<file path="config.mk">
export PLATFORM = sky130hd
export DESIGN_NAME = seg_scan_ctrl
export DESIGN_NICKNAME = d
export VERILOG_FILES = /design/src/rtl/seg_scan_ctrl.sv
export SDC_FILE = /design/constraint.sdc
export NUM_CORES = 1
export LEC_CHECK = 0
export CAP_MARGIN = 25
export CORE_AREA = 2 2 112 114
export DETAILED_ROUTE_END_ITERATION = 10
export DIE_AREA = 0 0 114 116
export PLACE_DENSITY_LB_ADDON = 0.2
export RECOVER_POWER = 50
export SLEW_MARGIN = 30
export SYNTH_ARGS = -nofsm -noshare
export SYNTH_HDL_FRONTEND = slang
export SYNTH_SLANG_ARGS = --single-unit
</file>
<file path="constraint.sdc">
create_clock -name clk -period 5.3 [get_ports clk]
set_clock_uncertainty 0.15 [all_clocks]
set_input_delay 0.795 -clock clk [delete_from_list [all_inputs] [get_ports clk]]
set_output_delay 0.795 -clock clk [all_outputs]
set_load 0.1 [all_outputs]
</file>
<file path="src/rtl/seg_scan_ctrl.sv">
// seg_scan_ctrl: time-multiplexed scan controller for a 4-digit common-anode
// 7-segment display that shares a single external hex decoder.
//
// The controller walks digits 0..3. Each digit gets a guard period with every
// anode off, so the decoder output can settle on the new nibble, followed by
// an ON period with that digit's anode driven low. New display data is staged
// in a shadow register and only copied into the live display register at the
// start of a frame, so a single frame never mixes old and new values.
//
// Ports:
//   clk          - clock, all state updates on the rising edge
//   rst_n        - asynchronous active-low reset
//   enable_i     - 1 = scan digits, 0 = display dark (FSM held in idle)
//   load_i       - single-cycle request to capture data_in_i
//   data_in_i    - four hex digits, [3:0] is digit 0 (rightmost)
//   lz_blank_i   - 1 = suppress leading zeros on digits 3..1
//   seg_in_i     - active-low pattern from the shared decoder for nibble_o
//   nibble_o     - hex value of the current digit, to the shared decoder
//   seg_o        - registered active-low segments to the pins
//   an_o         - active-low anodes, an_o[i] selects digit i
//   load_ack_o   - one-cycle pulse in the cycle after a load is accepted
//   frame_done_o - one-cycle pulse in the last ON cycle of digit 3

module seg_scan_ctrl #(
    parameter int unsigned REFRESH_DIV = 100000,
    parameter int unsigned GUARD_CYC   = 4
) (
    input  logic        clk,
    input  logic        rst_n,
    input  logic        enable_i,
    input  logic        load_i,
    input  logic [15:0] data_in_i,
    input  logic        lz_blank_i,
    input  logic [6:0]  seg_in_i,
    output logic [3:0]  nibble_o,
    output logic [6:0]  seg_o,
    output logic [3:0]  an_o,
    output logic        load_ack_o,
    output logic        frame_done_o
);

    localparam int unsigned OnW    = $clog2(REFRESH_DIV + 1);
    localparam int unsigned GuardW = $clog2(GUARD_CYC + 1);

    localparam logic [OnW-1:0]    OnLast    = OnW'(REFRESH_DIV - 1);
    localparam logic [GuardW-1:0] GuardLast = GuardW'(GUARD_CYC - 1);

    localparam logic [1:0] StIdle  = 2'd0;
    localparam logic [1:0] StGuard = 2'd1;
    localparam logic [1:0] StOn    = 2'd2;

    logic [1:0]        state_q, state_d;
    logic [1:0]        dig_q, dig_d;
    logic [GuardW-1:0] gcnt_q, gcnt_d;
    logic [OnW-1:0]    ocnt_q, ocnt_d;
    logic [15:0]       disp_q, disp_d;
    logic [15:0]       shadow_q, shadow_d;
    logic              pending_q, pending_d;
    logic [6:0]        seg_q, seg_d;
    logic              load_ack_q;

    logic              frame_end;
    logic              frame_start;
    logic [3:0]        lead_zero;
    logic              blank;

    // Scan FSM and its two counters. Dropping enable_i wins over everything.
    always_comb begin
        state_d   = state_q;
        dig_d     = dig_q;
        gcnt_d    = gcnt_q;
        ocnt_d    = ocnt_q;
        frame_end = 1'b0;
        if (!enable_i) begin
            state_d = StIdle;
            dig_d   = 2'd0;
            gcnt_d  = '0;
            ocnt_d  = '0;
        end else begin
            case (state_q)
                StIdle: begin
                    state_d = StGuard;
                    dig_d   = 2'd0;
                    gcnt_d  = '0;
                end
                StGuard: begin
                    if (gcnt_q == GuardLast) begin
                        state_d = StOn;
                        gcnt_d  = '0;
                        ocnt_d  = '0;
                    end else begin
                        gcnt_d = gcnt_q + 1'b1;
                    end
                end
                StOn: begin
                    if (ocnt_q == OnLast) begin
                        state_d   = StGuard;
                        ocnt_d    = '0;
                        dig_d     = dig_q + 2'd1;
                        frame_end = (dig_q == 2'd3);
                    end else begin
                        ocnt_d = ocnt_q + 1'b1;
                    end
                end
                default: begin
                    state_d = StIdle;
                    dig_d   = 2'd0;
                    gcnt_d  = '0;
                    ocnt_d  = '0;
                end
            endcase
        end
    end

    // Next edge enters GUARD with dig=0: either leaving idle or wrapping past digit 3.
    assign frame_start = enable_i && ((state_q == StIdle) || frame_end);

    // Shadow/display handoff. A load landing on the frame-start edge bypasses
    // the shadow so the new value is shown in this very frame.
    always_comb begin
        disp_d    = disp_q;
        shadow_d  = shadow_q;
        pending_d = pending_q;
        if (frame_start && load_i) begin
            disp_d    = data_in_i;
            shadow_d  = data_in_i;
            pending_d = 1'b0;
        end else if (frame_start && pending_q) begin
            disp_d    = shadow_q;
            pending_d = 1'b0;
        end else if (load_i) begin
            shadow_d  = data_in_i;
            pending_d = 1'b1;
        end
    end

    always_comb begin
        case (dig_q)
            2'd0:    nibble_o = disp_q[3:0];
            2'd1:    nibble_o = disp_q[7:4];
            2'd2:    nibble_o = disp_q[11:8];
            default: nibble_o = disp_q[15:12];
        endcase
    end

    // lead_zero[k]: digits k..3 are all zero. Digit 0 always shows.
    always_comb begin
        lead_zero[3] = (disp_q[15:12] == 4'h0);
        lead_zero[2] = lead_zero[3] && (disp_q[11:8] == 4'h0);
        lead_zero[1] = lead_zero[2] && (disp_q[7:4] == 4'h0);
        lead_zero[0] = 1'b0;
    end

    assign blank = lz_blank_i && lead_zero[dig_q];

    always_comb begin
        seg_d = 7'h7F;
        if ((state_q == StOn) && !blank) begin
            seg_d = seg_in_i;
        end
    end

    always_comb begin
        an_o = 4'hF;
        if (state_q == StOn) begin
            an_o[dig_q] = 1'b0;
        end
    end

    always_ff @(posedge clk or negedge rst_n) begin
        if (!rst_n) begin
            state_q    <= StIdle;
            dig_q      <= 2'd0;
            gcnt_q     <= '0;
            ocnt_q     <= '0;
            disp_q     <= 16'h0000;
            shadow_q   <= 16'h0000;
            pending_q  <= 1'b0;
            seg_q      <= 7'h7F;
            load_ack_q <= 1'b0;
        end else begin
            state_q    <= state_d;
            dig_q      <= dig_d;
            gcnt_q     <= gcnt_d;
            ocnt_q     <= ocnt_d;
            disp_q     <= disp_d;
            shadow_q   <= shadow_d;
            pending_q  <= pending_d;
            seg_q      <= seg_d;
            load_ack_q <= load_i;
        end
    end

    assign seg_o        = seg_q;
    assign load_ack_o   = load_ack_q;
    assign frame_done_o = frame_end;

endmodule

</file>
==> results.yml <==
worst_setup_path:
  worst_path_dominant_cell_family: "buffers and inverters"
  worst-setup-path-type: "in2async"
  worst-path-buf-inv: 2
  critPathLaunchType: "input port"
  timing.critical_path.fanout_max: 39
  worstPathArrival_ps: 3480
  crit_path_cell_trace: "clkbuf_1 > clkbuf_1"
  cp-end-kind: "async pin"
  max_stage_delay_ps: 1620
  most_repeated_library_cell_on_the_critical_path: "clkbuf_1"
  timing.critical_path.slowest_stage_cell: "clkbuf_1"
  worst-endpoint-required_ps: 5140
grt:
  overflow: 0
  grt_antenna_before_repair: 0
  grt_use_met3_pct: 3.50
  top_usage_layer: "met2"
  grt_max_degree: 40
  grt_util_met2_pct: 20.8
  grt_use_total_pct: 13.4
  grt_pass1_wl_um: 14100
  number_of_global_route_vias_before_repair: 2705
  met1_track_demand_over_resource_in_global_routing_pct: 18.3
yosys:
  postSynth.topFlopCell: "dfrtp_1"
  ys.warnings.count: 0
  syn_avg_cell_area_um2: 10.1
  ys_async_sr_fraction_pct: 100
  ys_types: 56
  synth_nets: 384
  post_synth_instance_area_um2: 3520
  synth_enable_flop_cells: 0
  synth_cells: 349
  synth.yosys.seq_area_share_pct: 46.4
  synth-seq-cells: 65
drt:
  number_of_routed_nets_with_antenna_violations: 0
  routed-via-count: 2794
  routed_wirelength_um: 8430
  detail_route.drc_violations: 0
  post_drt_via_cell_ratio: 5.19
  routed_length_per_instance_um: 15.7
  initialDrtViolationCount: 225
  drtPass1Iterations: 6
finish:
  num_antenna_cells: 0
  finish.instance_area_um2: 4370
  flow.area_growth_from_synthesis_pct: 24.0
  design.final.nets: 421
  layout_common_cells: "58 x dfrtp_1, 43 x nor2_1, 41 x clkdlybuf4s50_1"
  layout.core_utilization_pct: 36.6
  leading_cell_type_in_the_layout_fill_and_taps_excluded: "dfrtp_1"
  final_layout_size_suffix_gt1_share_pct: 14.8
sta:
  timing.final.hold_violations: 0
  final.min_clock_period_ps: 3640
  finalSetupViolCount: 0
  finalSetupTns_ps: 0
  layout_setup_ws_ps: 1660
  final.period_utilization_pct: 68.7
  report.final.slew_viol_count: 40
  timing.fmax_ghz: 0.275
  hold_ws_ps: 355
  unrepaired_setup_endpoints_after_global_routing: "false"
  tightest_slew_ps: 2160
  slew_headroom_pct: -43.8
power_and_ir_drop:
  max-vdd-ir-drop_mv: 0.187
  part_of_the_total_power_dissipated_in_the_clock_network_pct: 42.4
  switching_share_pct: 27.8
  combPwrFrac_pct: 15.8
  static-leakage-power_nw: 1.69
  internal_power_mw: 1.02
  total_switching_power_uw: 391
  power.sequential.fraction_pct: 41.8
  pwr_density_nw_per_um2: 322
clock_network:
  cts_setup_buffers: 0
  cts_tree: "done"
  cts_buffer_depth: 2
  post_cts_hold_buffer_count: 0
  cts-resized-gates: 0
  cts.htree.levels: 3
  worstSkewPairLatency_ps: 330
  clkSlewWorstSetupHoldPaths_ps: 50
  numCtsBuffers: 9
  cts-root-buf: "clkbuf_16"
  clock_tree_sinks: 65
placed_design:
  dp_hpwl_um: 5860
  place.gp.congestion: 0.792
  place.port_buffers: 44
  pre_cts_slack_ps: 1760
  dp_area_um2: 4070
die:
  core_area_um2: 11900
  pin_count: 45
  floorplan.die_area_um2: 13200
  chipHeight_um: 116
  dieWidth_um: 114
  floorplan.initialDensity_pct: 29.6
  rows: 40
status:
  status: "finished, violations left"
  violations: "capacitance limit, slew limit"
run:
  drv_cap: 2
min_path:
  timing.hold.worst.class: "reg2reg"
-- state kept, by name, summed over array words and instances (netlist names) --
signal	cells
disp_q	16
pending_q	1
ocnt_q	17
load_ack_o	1
state_q	2
gcnt_q	3
shadow_q	16
dig_q	2
seg_o	7
-- cells by family after synthesis --
| logic type | count (synthesis) | synth area share (%) |
|---|---|---|
| adders and majority gates | 7 | 2.49 |
| and+or+nand+nor | 125 | 18.7 |
| muxes | 21 | 6.57 |
| buffers and inverters | 33 | 4.02 |
| DFF | 65 | 46.4 |
| AOI/OAI and AO/OA | 92 | 20.3 |
| xor gates and xnor gates | 6 | 1.49 |
-- worst paths after layout --
path | from | to | slack (ps) | cells past startpoint
worst max-delay path | rst_n | shadow_q[9] | 1660 | 2
max in group clk | dig_q[0] | nibble_o[2] | 1660 | 5
worst max register to register | ocnt_q[13] | ocnt_q[5] | 2820 | 4
worst min register to register | shadow_q[15] | shadow_q[15] | 360 | 1
min in group asynchronous | rst_n | ocnt_q[0] | 660 | 1
worst min-delay path | shadow_q[15] | shadow_q[15] | 360 | 1
-- area by class of cell --
cell class / instances / area [um^2]
repair buffers: 48 / 454
fillers: 1190 / 7550
multi-input cells: 251 / 1750
inverters: 11 / 41.3
well taps: 147 / 184
clock buffers: 13 / 260
flip-flops and latches: 65 / 1640
clock inverters: 3 / 40.0
-- cells in the mapped netlist (all sizes together) (4+ instances only) --
cell type / n / area, um^2
mux2: 17 / 191
a211oi: 36 / 320
a222oi: 4 / 40.0
nand4: 4 / 31.3
and4: 4 / 35.0
mux2i: 4 / 40.0
nand3: 10 / 50.1
ha: 7 / 87.6
dfstp: 7 / 184
o21ai: 18 / 90.1
nor2b: 4 / 25.0
clkbuf: 12 / 45.0
nand2: 28 / 105
dfrtp: 58 / 1450
xnor2: 6 / 52.6
a21oi: 10 / 50.1
buf: 10 / 55.1
nor2: 43 / 161
nand3b: 10 / 87.6
inv: 11 / 41.3
a31oi: 4 / 25.0
-- through the flow --
| stage | total power [mW] | instances |
|---|---|---|
| floorplan | 0.738 | 349 |
| global placement | 0.816 | 522 |
| detailed placement | 0.820 | 522 |
| CTS | 1.43 | 538 |
| global route | 1.47 | 538 |
| finish | 1.41 | 538 |
-- metal layers --
layer / part of all wire (%) / wire [um] / up-vias
met3: 4.7 / 397 / 9
li1: - / - / 1351
met2: 46 / 3870 / 67
met5: 0 / 0 / -
met4: 1.2 / 104 / 0
met1: 48 / 4060 / 1367
-- power by group through the flow --
stage / clock network (mW) / registers [mW] / logic (mW)
after floorplan: 0 / 0.578 / 0.159
after global placement: 0 / 0.593 / 0.223
after detailed placement: 0 / 0.595 / 0.225
after CTS: 0.614 / 0.586 / 0.226
after global routing: 0.638 / 0.594 / 0.242
final: 0.597 / 0.587 / 0.222
No activity file was read; power rests on OpenSTA's default activity.
